**src/rtl/axis_bench_engine.sv**
```systemverilog
// AXI-Stream benchmark engine: numbered packet generator, return-stream checker,
// loopback pass-through and a small register port with saturating counters.
module axis_bench_engine #(
  parameter int unsigned DATA_WIDTH = 256,
  parameter int unsigned USER_WIDTH = 128,
  parameter logic [23:0] MAGIC_CODE = 24'haecafe
) (
  input  logic                    ACLK,
  input  logic                    RESET,
  input  logic                    reg_wr,
  input  logic                    reg_rd,
  input  logic [2:0]              reg_addr,
  input  logic [31:0]             reg_wdata,
  output logic [31:0]             reg_rdata,
  output logic                    M_AXIS_TVALID,
  output logic [DATA_WIDTH-1:0]   M_AXIS_TDATA,
  output logic [DATA_WIDTH/8-1:0] M_AXIS_TSTRB,
  output logic [USER_WIDTH-1:0]   M_AXIS_TUSER,
  output logic                    M_AXIS_TLAST,
  input  logic                    M_AXIS_TREADY,
  input  logic                    S_AXIS_TVALID,
  input  logic [DATA_WIDTH-1:0]   S_AXIS_TDATA,
  input  logic [DATA_WIDTH/8-1:0] S_AXIS_TSTRB,
  input  logic [USER_WIDTH-1:0]   S_AXIS_TUSER,
  input  logic                    S_AXIS_TLAST,
  output logic                    S_AXIS_TREADY,
  output logic                    busy,
  output logic                    done,
  output logic                    err
);

  localparam int unsigned NL   = DATA_WIDTH / 32;
  localparam logic [31:0] NL32 = 32'(NL);

  typedef enum logic [1:0] {ST_IDLE, ST_RUN, ST_DRAIN, ST_DONE} state_t;
  state_t state, state_nx;

  logic [31:0] pkt_len, pkt_cnt, len_eff, last_idx;
  logic        mode_run, abort_pending;
  logic [31:0] tx_word, rx_word, tx_idx, rx_idx, tx_pkts, rx_pkts;
  logic [31:0] tx_beats, rx_beats, cycles, err_cnt;
  logic        err_flag;

  logic ctrl_wr, start_go, clear_req, abort_req, abort_eff;
  logic m_hs, s_hs, tx_last_hs, final_pkt, lb_idle_abort;
  logic rx_exp_last, rx_end, beat_err;
  logic [DATA_WIDTH-1:0] gen_data, rx_exp_data;
  logic [USER_WIDTH-1:0] gen_user;

  function automatic logic [31:0] sat_inc(input logic [31:0] v);
    return (v == '1) ? v : v + 32'd1;
  endfunction

  assign ctrl_wr   = reg_wr && (reg_addr == 3'd0);
  assign start_go  = ctrl_wr && reg_wdata[0] && (state == ST_IDLE || state == ST_DONE);
  assign clear_req = ctrl_wr && reg_wdata[2];
  assign abort_req = ctrl_wr && reg_wdata[3];
  assign abort_eff = abort_pending || abort_req;

  assign len_eff  = (pkt_len == '0) ? 32'd1 : pkt_len;
  assign last_idx = len_eff - 32'd1;

  always_comb begin
    gen_data    = '0;
    rx_exp_data = '0;
    for (int unsigned k = 0; k < NL; k++) begin
      gen_data[32*k +: 32]    = tx_word + k;
      rx_exp_data[32*k +: 32] = rx_word + k;
    end
    gen_user        = '0;
    gen_user[23:0]  = MAGIC_CODE;
    gen_user[39:24] = pkt_len[15:0];
  end

  assign m_hs       = M_AXIS_TVALID && M_AXIS_TREADY;
  assign s_hs       = S_AXIS_TVALID && S_AXIS_TREADY;
  assign tx_last_hs = m_hs && M_AXIS_TLAST;
  assign final_pkt  = (pkt_cnt != '0) && ((tx_pkts + 32'd1) >= pkt_cnt);
  // Loopback has no beat of its own to finish, so abort between packets ends at once.
  assign lb_idle_abort = mode_run && abort_eff && (tx_idx == '0) && !S_AXIS_TVALID;

  assign rx_exp_last = (rx_idx >= last_idx);
  assign rx_end      = mode_run ? S_AXIS_TLAST : rx_exp_last;
  assign beat_err    = s_hs && !mode_run &&
                       ((S_AXIS_TDATA != rx_exp_data) || (S_AXIS_TLAST != rx_exp_last) ||
                        ((rx_idx == '0) && (S_AXIS_TUSER[23:0] != MAGIC_CODE)));

  always_ff @(posedge ACLK or posedge RESET) begin
    if (RESET) state <= ST_IDLE;
    else       state <= state_nx;
  end

  always_comb begin
    state_nx = state;
    unique case (state)
      ST_IDLE, ST_DONE: if (start_go) state_nx = ST_RUN;
      ST_RUN:   if ((tx_last_hs && (final_pkt || abort_eff)) || lb_idle_abort) state_nx = ST_DRAIN;
      ST_DRAIN: if (abort_req || (rx_pkts == tx_pkts)) state_nx = ST_DONE;
      default:  state_nx = ST_IDLE;
    endcase
  end

  always_comb begin
    M_AXIS_TVALID = 1'b0;
    M_AXIS_TDATA  = '0;
    M_AXIS_TSTRB  = '0;
    M_AXIS_TUSER  = '0;
    M_AXIS_TLAST  = 1'b0;
    S_AXIS_TREADY = 1'b0;
    unique case (state)
      ST_RUN: begin
        if (mode_run) begin
          M_AXIS_TVALID = S_AXIS_TVALID;
          M_AXIS_TDATA  = S_AXIS_TDATA;
          M_AXIS_TSTRB  = S_AXIS_TSTRB;
          M_AXIS_TUSER  = S_AXIS_TUSER;
          M_AXIS_TLAST  = S_AXIS_TLAST;
          S_AXIS_TREADY = M_AXIS_TREADY;
        end else begin
          M_AXIS_TVALID = 1'b1;
          M_AXIS_TDATA  = gen_data;
          M_AXIS_TSTRB  = '1;
          M_AXIS_TUSER  = gen_user;
          M_AXIS_TLAST  = (tx_idx >= last_idx);
          S_AXIS_TREADY = 1'b1;
        end
      end
      ST_DRAIN: S_AXIS_TREADY = !mode_run;
      default: ;
    endcase
    busy = (state == ST_RUN) || (state == ST_DRAIN);
    done = (state == ST_DONE);
  end

  assign err = err_flag;

  always_ff @(posedge ACLK or posedge RESET) begin
    if (RESET) begin
      pkt_len       <= 32'd1;
      pkt_cnt       <= 32'd1;
      mode_run      <= 1'b0;
      abort_pending <= 1'b0;
      tx_word       <= '0;
      rx_word       <= '0;
      tx_idx        <= '0;
      rx_idx        <= '0;
      tx_pkts       <= '0;
      rx_pkts       <= '0;
    end else begin
      if (reg_wr && reg_addr == 3'd1) pkt_len <= reg_wdata;
      if (reg_wr && reg_addr == 3'd2) pkt_cnt <= reg_wdata;
      if (start_go) begin
        mode_run      <= reg_wdata[1];
        abort_pending <= 1'b0;
        tx_word       <= '0;
        rx_word       <= '0;
        tx_idx        <= '0;
        rx_idx        <= '0;
        tx_pkts       <= '0;
        rx_pkts       <= '0;
      end else begin
        if (m_hs) begin
          tx_word <= tx_word + NL32;
          tx_idx  <= M_AXIS_TLAST ? '0 : tx_idx + 32'd1;
          if (M_AXIS_TLAST) tx_pkts <= tx_pkts + 32'd1;
        end
        if (s_hs) begin
          rx_word <= rx_word + NL32;
          rx_idx  <= rx_end ? '0 : rx_idx + 32'd1;
          if (rx_end) rx_pkts <= rx_pkts + 32'd1;
        end
        if (abort_req && state == ST_RUN) abort_pending <= 1'b1;
      end
    end
  end

  always_ff @(posedge ACLK or posedge RESET) begin
    if (RESET) begin
      tx_beats <= '0;
      rx_beats <= '0;
      cycles   <= '0;
      err_cnt  <= '0;
      err_flag <= 1'b0;
    end else if (clear_req) begin
      tx_beats <= '0;
      rx_beats <= '0;
      cycles   <= '0;
      err_cnt  <= '0;
      err_flag <= 1'b0;
    end else begin
      if (m_hs)     tx_beats <= sat_inc(tx_beats);
      if (s_hs)     rx_beats <= sat_inc(rx_beats);
      if (start_go) cycles   <= '0;
      else if (busy) cycles  <= sat_inc(cycles);
      if (beat_err) begin
        err_cnt  <= sat_inc(err_cnt);
        err_flag <= 1'b1;
      end
    end
  end

  always_ff @(posedge ACLK or posedge RESET) begin
    if (RESET) begin
      reg_rdata <= '0;
    end else if (reg_rd) begin
      unique case (reg_addr)
        3'd1:    reg_rdata <= pkt_len;
        3'd2:    reg_rdata <= pkt_cnt;
        3'd3:    reg_rdata <= {29'b0, err_flag, done, busy};
        3'd4:    reg_rdata <= tx_beats;
        3'd5:    reg_rdata <= rx_beats;
        3'd6:    reg_rdata <= cycles;
        3'd7:    reg_rdata <= err_cnt;
        default: reg_rdata <= '0;
      endcase
    end
  end

endmodule

```
**config.mk**
```make
export PLATFORM = sky130hd
export DESIGN_NAME = axis_bench_engine
export DESIGN_NICKNAME = d
export VERILOG_FILES = /design/src/rtl/axis_bench_engine.sv
export SDC_FILE = /design/constraint.sdc
export NUM_CORES = 2
export LEC_CHECK = 0
export ABC_CLOCK_PERIOD_IN_PS = 36800
export CAP_MARGIN = 10
export CELL_PAD_IN_SITES_DETAIL_PLACEMENT = 1
export CELL_PAD_IN_SITES_GLOBAL_PLACEMENT = 1
export CORE_AREA = 2 2 356 358
export DETAILED_ROUTE_END_ITERATION = 6
export DIE_AREA = 0 0 358 360
export PLACE_DENSITY = 0.67
export SKIP_CTS_REPAIR_TIMING = 1
export SLEW_MARGIN = 20
export SYNTH_ARGS = -nofsm -noshare
export SYNTH_HDL_FRONTEND = slang
export SYNTH_SLANG_ARGS = --single-unit
```
**constraint.sdc**
```tcl
create_clock -name ACLK -period 36.8 [get_ports ACLK]
set_input_delay 7.36 -clock ACLK [delete_from_list [all_inputs] [get_ports ACLK]]
set_output_delay 7.36 -clock ACLK [all_outputs]
set_load 0.05 [all_outputs]
```
Word-level counts from Yosys, hierarchy flattened. Cells that the tools add are included.

Add/subtract/negate cells: 25. Reduce and logical (&&, ||, !) cells: 52. Equality and inequality tests: 25. Muxes and demuxes: 52. $lt $le $gt $ge: 3.

Operators by type and width (count): two-way mux 32 bit (32); two-way mux 256 bit (2); adder 32 x 1 -> 32 bit (second input constant) (10); adder 32 x 3 -> 32 bit (second input constant) (8); two-way mux 128 bit (2); inequality test 256 bit (1); one-hot mux 32 bit (7 select lines) (1); adder 32 x 2 -> 32 bit (second input constant) (4); == test 32 bit (second input constant) (4); >= comparator 32 bit (3); logical NOT 32 bit (3); adder 32 x 4 -> 32 bit (second input constant) (2); == test 32 bit (1); nonzero test 32 bit (1); subtractor 32 x 1 -> 32 bit (second input constant) (1); inequality test 24 bit (second input constant) (1); logical AND 1 bit (19); nonzero test 2 bit (8); == test 3 bit (second input constant) (4); inequality test 2 bit (second input constant) (6); AND reduction 2 bit (6); two-way mux 1 bit (10); logical OR 1 bit (8); == test 3 x 2 -> 1 bit (second input constant) (2); 14 further kinds (18).

Word-level logic and storage cells: 174. Register bits after elaboration: 421. Input bits: 458. Output and inout bits: 454.

Depth between registers and ports, before layout.
Word-level depth: 11. Mapped depth: 26. Gate-level depth less buffers: 23.

Least setup slack after synthesis. OpenSTA, ideal clock, no wires.

Kind: input -> output. Start: in S_AXIS_TLAST. End: out M_AXIS_TLAST. Data required time: 29.440 ns. Data arrival time: 8.885 ns. Path slack: 20.555 ns. Path buffers: 0. Stages on the path: 7. Cell sequence: inv_1 nand2_1 nand2_1 a211oi_1 o211ai_1 o31a_1 nor2_1.

Longest elaborated chain between the ends: 2.

RTL lines: start, declared (line 25) `input logic S_AXIS_TLAST,`; two-way mux 1 bit (line 112) `if (mode_run) begin`; two-way mux 1 bit (line 110) `unique case (state)`; end, declared (line 19) `output logic M_AXIS_TLAST,`.

Every way passes these cells.

Final worst setup path. Same ends and word-level chain as after synthesis.

==> metrics.yaml <==
num_rows: 130
drt_iter0_markers: 3723
worst-path-max-fanout: 7
seq_area_um2: 10390
hold_slack_ps: 532.8
switching_share_pct: 51.14
fillers: 14888
p_total_w: 0.002606
final_cells: 6459
synthSimpleGateAreaFrac_pct: 26.89
max_cap_viol_count: 0
arrival_ps: 10670
critical_path_class: "in -> out"
synth_nets: 4550
ys_types: 76
power.density_nw_per_um2: 59.37
antenna_found_initial: 160
r2r_end: "state[1]$_DFFE_PP0P_"
grt_pass1_vias: 35111
synth_compound_gate_area_share_pct: 16.12
worst_slew_pin_slew_ps: 1143
ys_seq_area_share_pct: 33.31
grt_util_met2_pct: 53.42
via_count: 35670
place.gp.congestion: 0.9924
die-area_um2: 128900
r2r_start: "pkt_len[14]$_DFFE_PP0P_"
h-tree-depth: 2
grt_util_met3_pct: 4.730
wire_per_inst_um: 35.16
fin_setup_tns_ps: 0
hold_path.class: "reg -> reg"
synth-xor-area-share_pct: 11.06
die_h_um: 360
cts_tree: "done"
synthFlopType: "dfrtp_1"
avgSynthCellArea_um2: 7.830
clk_root_buffer_cell: "clkbuf_16"
startpoint: "S_AXIS_TLAST"
nets: 5278
final_max_slew_viol_count: 0
crit_path_end_kind: "output pin"
syn_to_final_growth_pct: 40.73
start_util_pct: 24.97
final-hold-violation-count: 0
p_comb_share_pct: 53.2
grt_max_degree: 162
cts.sinks: 415
gr-usage-all-layers_pct: 34.02
grt-ovfl-total: 0
synth-seq-cells: 415
path_clk_slew_ps: 60
ir_drop_mv: 0.04639
skew_ps: 52.83
port_buffers: 911
grt_pass1_wl_mm: 302.6
drt-total-wl_mm: 227.1
setup_viol: 0
dp.cells: 6306
firstDrtPassIters: 6
place_hpwl_mm: 188.5
fin_crit_sh_pct: 49.00
cts.path.max_buffers: 3
io-pin-count: 912
synth_edf_count: 0
synth_cells: 3983
intPower_w: 0.001273
grt_setup_unrepaired: "no"
numCtsBuffers: 53
busiest_layer: "met2"
ant_nets: 0
regToRegSetupSlack_ps: 29760
synth_mux_area_share_pct: 2.403
pwr-share-seq_pct: 24.0
drive_gt1_share_pct: 4.546
yosysWarnings: 0
min_period_ps: 18030
synth_top_family_by_area: "simple AND/OR/NAND/NOR gates"
vias_per_cell: 5.523
synthAdderAreaFrac_pct: 4.373
drc: 0
clock.fmax_ghz: 0.05546
p_clk_share_pct: 22.8
die_w_um: 358
endpoint: "M_AXIS_TLAST"
multi_input_area_um2: 19080
insertion_delay_ps: 660
synthArstFlopShare_pct: 100.0
p_sw_w: 0.001333
syn_area_um2: 31190
core_area_um2: 124900
startpoint_type: "input port"
status: "complete, no violations"
power_leakage_nw: 17.87
required_ps: 29440
met1_usage_pct: 44.88
r2r_cells: 21
slew_headroom_pct: 23.83
-- per-stage QoR --
stage	cell area (um^2)	util [%]	worst slack [ps]
floorplan	31190	-	17890
global placement	41760	33.43	18800
detailed placement	41760	33.43	18830
CTS	43730	35.01	18820
global route	43860	35.11	18630
finish	43890	35.13	18770
-- placed cells by master, fill, tap and decap left out, types with 19 or more instances in the layout --
cell type and count:
a21o_1 28, a21oi_1 397, a221o_1 23, a221oi_1 32
a22o_1 24, a22oi_1 19, and3_1 181, and4_1 22
buf_4 51, clkbuf_16 53, clkdlybuf4s50_1 911, dfrtp_1 412
diode_2 58, ha_1 108, inv_1 186, mux2_2 31
mux2i_1 39, nand2_1 510, nand2b_1 48, nand3_1 162
nand4_1 110, nor2_1 347, nor3_1 76, nor4_1 64
o21ai_0 117, o22ai_1 50, or3_1 65, or4_1 43
xnor2_1 182, xor2_1 210
-- how the worst min path moves through the flow --
stage | startpoint | to | cells past startpoint
2_1_floorplan | tx_word[31]$_DFFE_PP0P_ | tx_word[31]$_DFFE_PP0P_ | 2
3_3_place_gp | reg_rdata[31]$_DFFE_PP0P_ | reg_rdata[31]$_DFFE_PP0P_ | 2
3_5_place_dp | reg_rdata[22]$_DFFE_PP0P_ | reg_rdata[22]$_DFFE_PP0P_ | 2
4_1_cts | reg_rdata[29]$_DFFE_PP0P_ | reg_rdata[29]$_DFFE_PP0P_ | 2
5_1_grt | reg_rdata[12]$_DFFE_PP0P_ | reg_rdata[12]$_DFFE_PP0P_ | 2
6_report | reg_rdata[29]$_DFFE_PP0P_ | reg_rdata[29]$_DFFE_PP0P_ | 2
-- logic make-up (layout without fill, tap and decap cells) --
family	count (synthesis)	count (layout)
other cells	0	58
flops	415	415
fa+ha+maj	109	109
xor+xnor	393	393
simple gates	1698	1698
mux	71	71
buf+inv	478	1246
compound gates	819	819
-- Yosys cell counts (all sizes together) (6+ instances only) --
cell type,n,area (um^2)
a211oi,14,105.1
o21ai,119,595.6
o22ai,50,312.8
nand3,165,830.8
nor3,77,396.6
dfrtp,413,10330
clkbuf,263,987.2
nand4,110,688.2
or4,46,356.6
buf,27,130.1
and4,22,192.7
mux2,31,349.1
a21o,28,210.2
xnor2,183,1610
mux2i,40,400.4
o211ai,16,120.1
or2,7,43.79
ha,109,1364
a31oi,9,56.30
a221o,23,230.2
a22o,24,210.2
nor2b,16,100.1
or3,65,406.6
a21oi,397,1987
xor2,210,1839
nor2,348,1306
a2111oi,11,96.34
a221oi,33,295.3
nand2,511,1921
and2,21,131.4
inv,187,701.9
nand2b,48,300.3
o311ai,12,105.1
nor4b,6,58.80
and3,182,1139
nor4,68,461.7
o2111ai,7,61.31
a22oi,19,142.6
o31ai,17,127.6
-- power groups by stage --
stage	Clock (W)	Combinational, W	Sequential [W]
after CTS	0.000602	0.00137	0.000622
after floorplan	0	0.000816	0.000580
after global routing	0.000620	0.00144	0.000630
after global placement	0	0.00135	0.000628
after detailed placement	0	0.00136	0.000629
final	0.000594	0.00138	0.000626
-- metal layers --
metal  part of all wire, %  vias up  wire length, um
li1                      -    15533                -
met3                   7.0      397            15990
met2                    45     1734           102800
met4                   5.9       14            13380
met1                    42    17992            94820
met5                 0.043        -               98
-- final cells by class --
| class | instances | area share [%] |
|---|---|---|
| Multi-Input combinational cell | 3090 | 43.46 |
| Clock inverter | 28 | 1.212 |
| Sequential cell | 415 | 23.68 |
| Antenna cell | 58 | 0.3307 |
| Inverter | 188 | 1.642 |
| Timing Repair Buffer | 963 | 21.69 |
| Clock buffer | 67 | 3.278 |
| Tap cell | 1650 | 4.704 |
-- sequential cells by signal (all words and copies together) (netlist names) --
| name | flops |
|---|---|
| abort_pending | 1 |
| reg_rdata | 32 |
| tx_idx | 32 |
| tx_pkts | 32 |
| rx_pkts | 32 |
| rx_idx | 32 |
| tx_beats | 32 |
| mode_run | 1 |
| pkt_len | 32 |
| pkt_cnt | 32 |
| rx_beats | 32 |
| err | 1 |
| err_cnt | 32 |
| tx_word | 29 |
| state | 2 |
| rx_word | 29 |
| cycles | 32 |
-- worst max-delay path: stages --
cell and delay [ps]:
clkdlybuf4s50_1 690, inv_1 190, nand2_1 240, nand2_1 90
a211oi_1 300, o211ai_1 150, o31a_1 480, nor2_1 290
clkdlybuf4s50_1 870
Note: power is estimated with default switching activity, not from simulation.
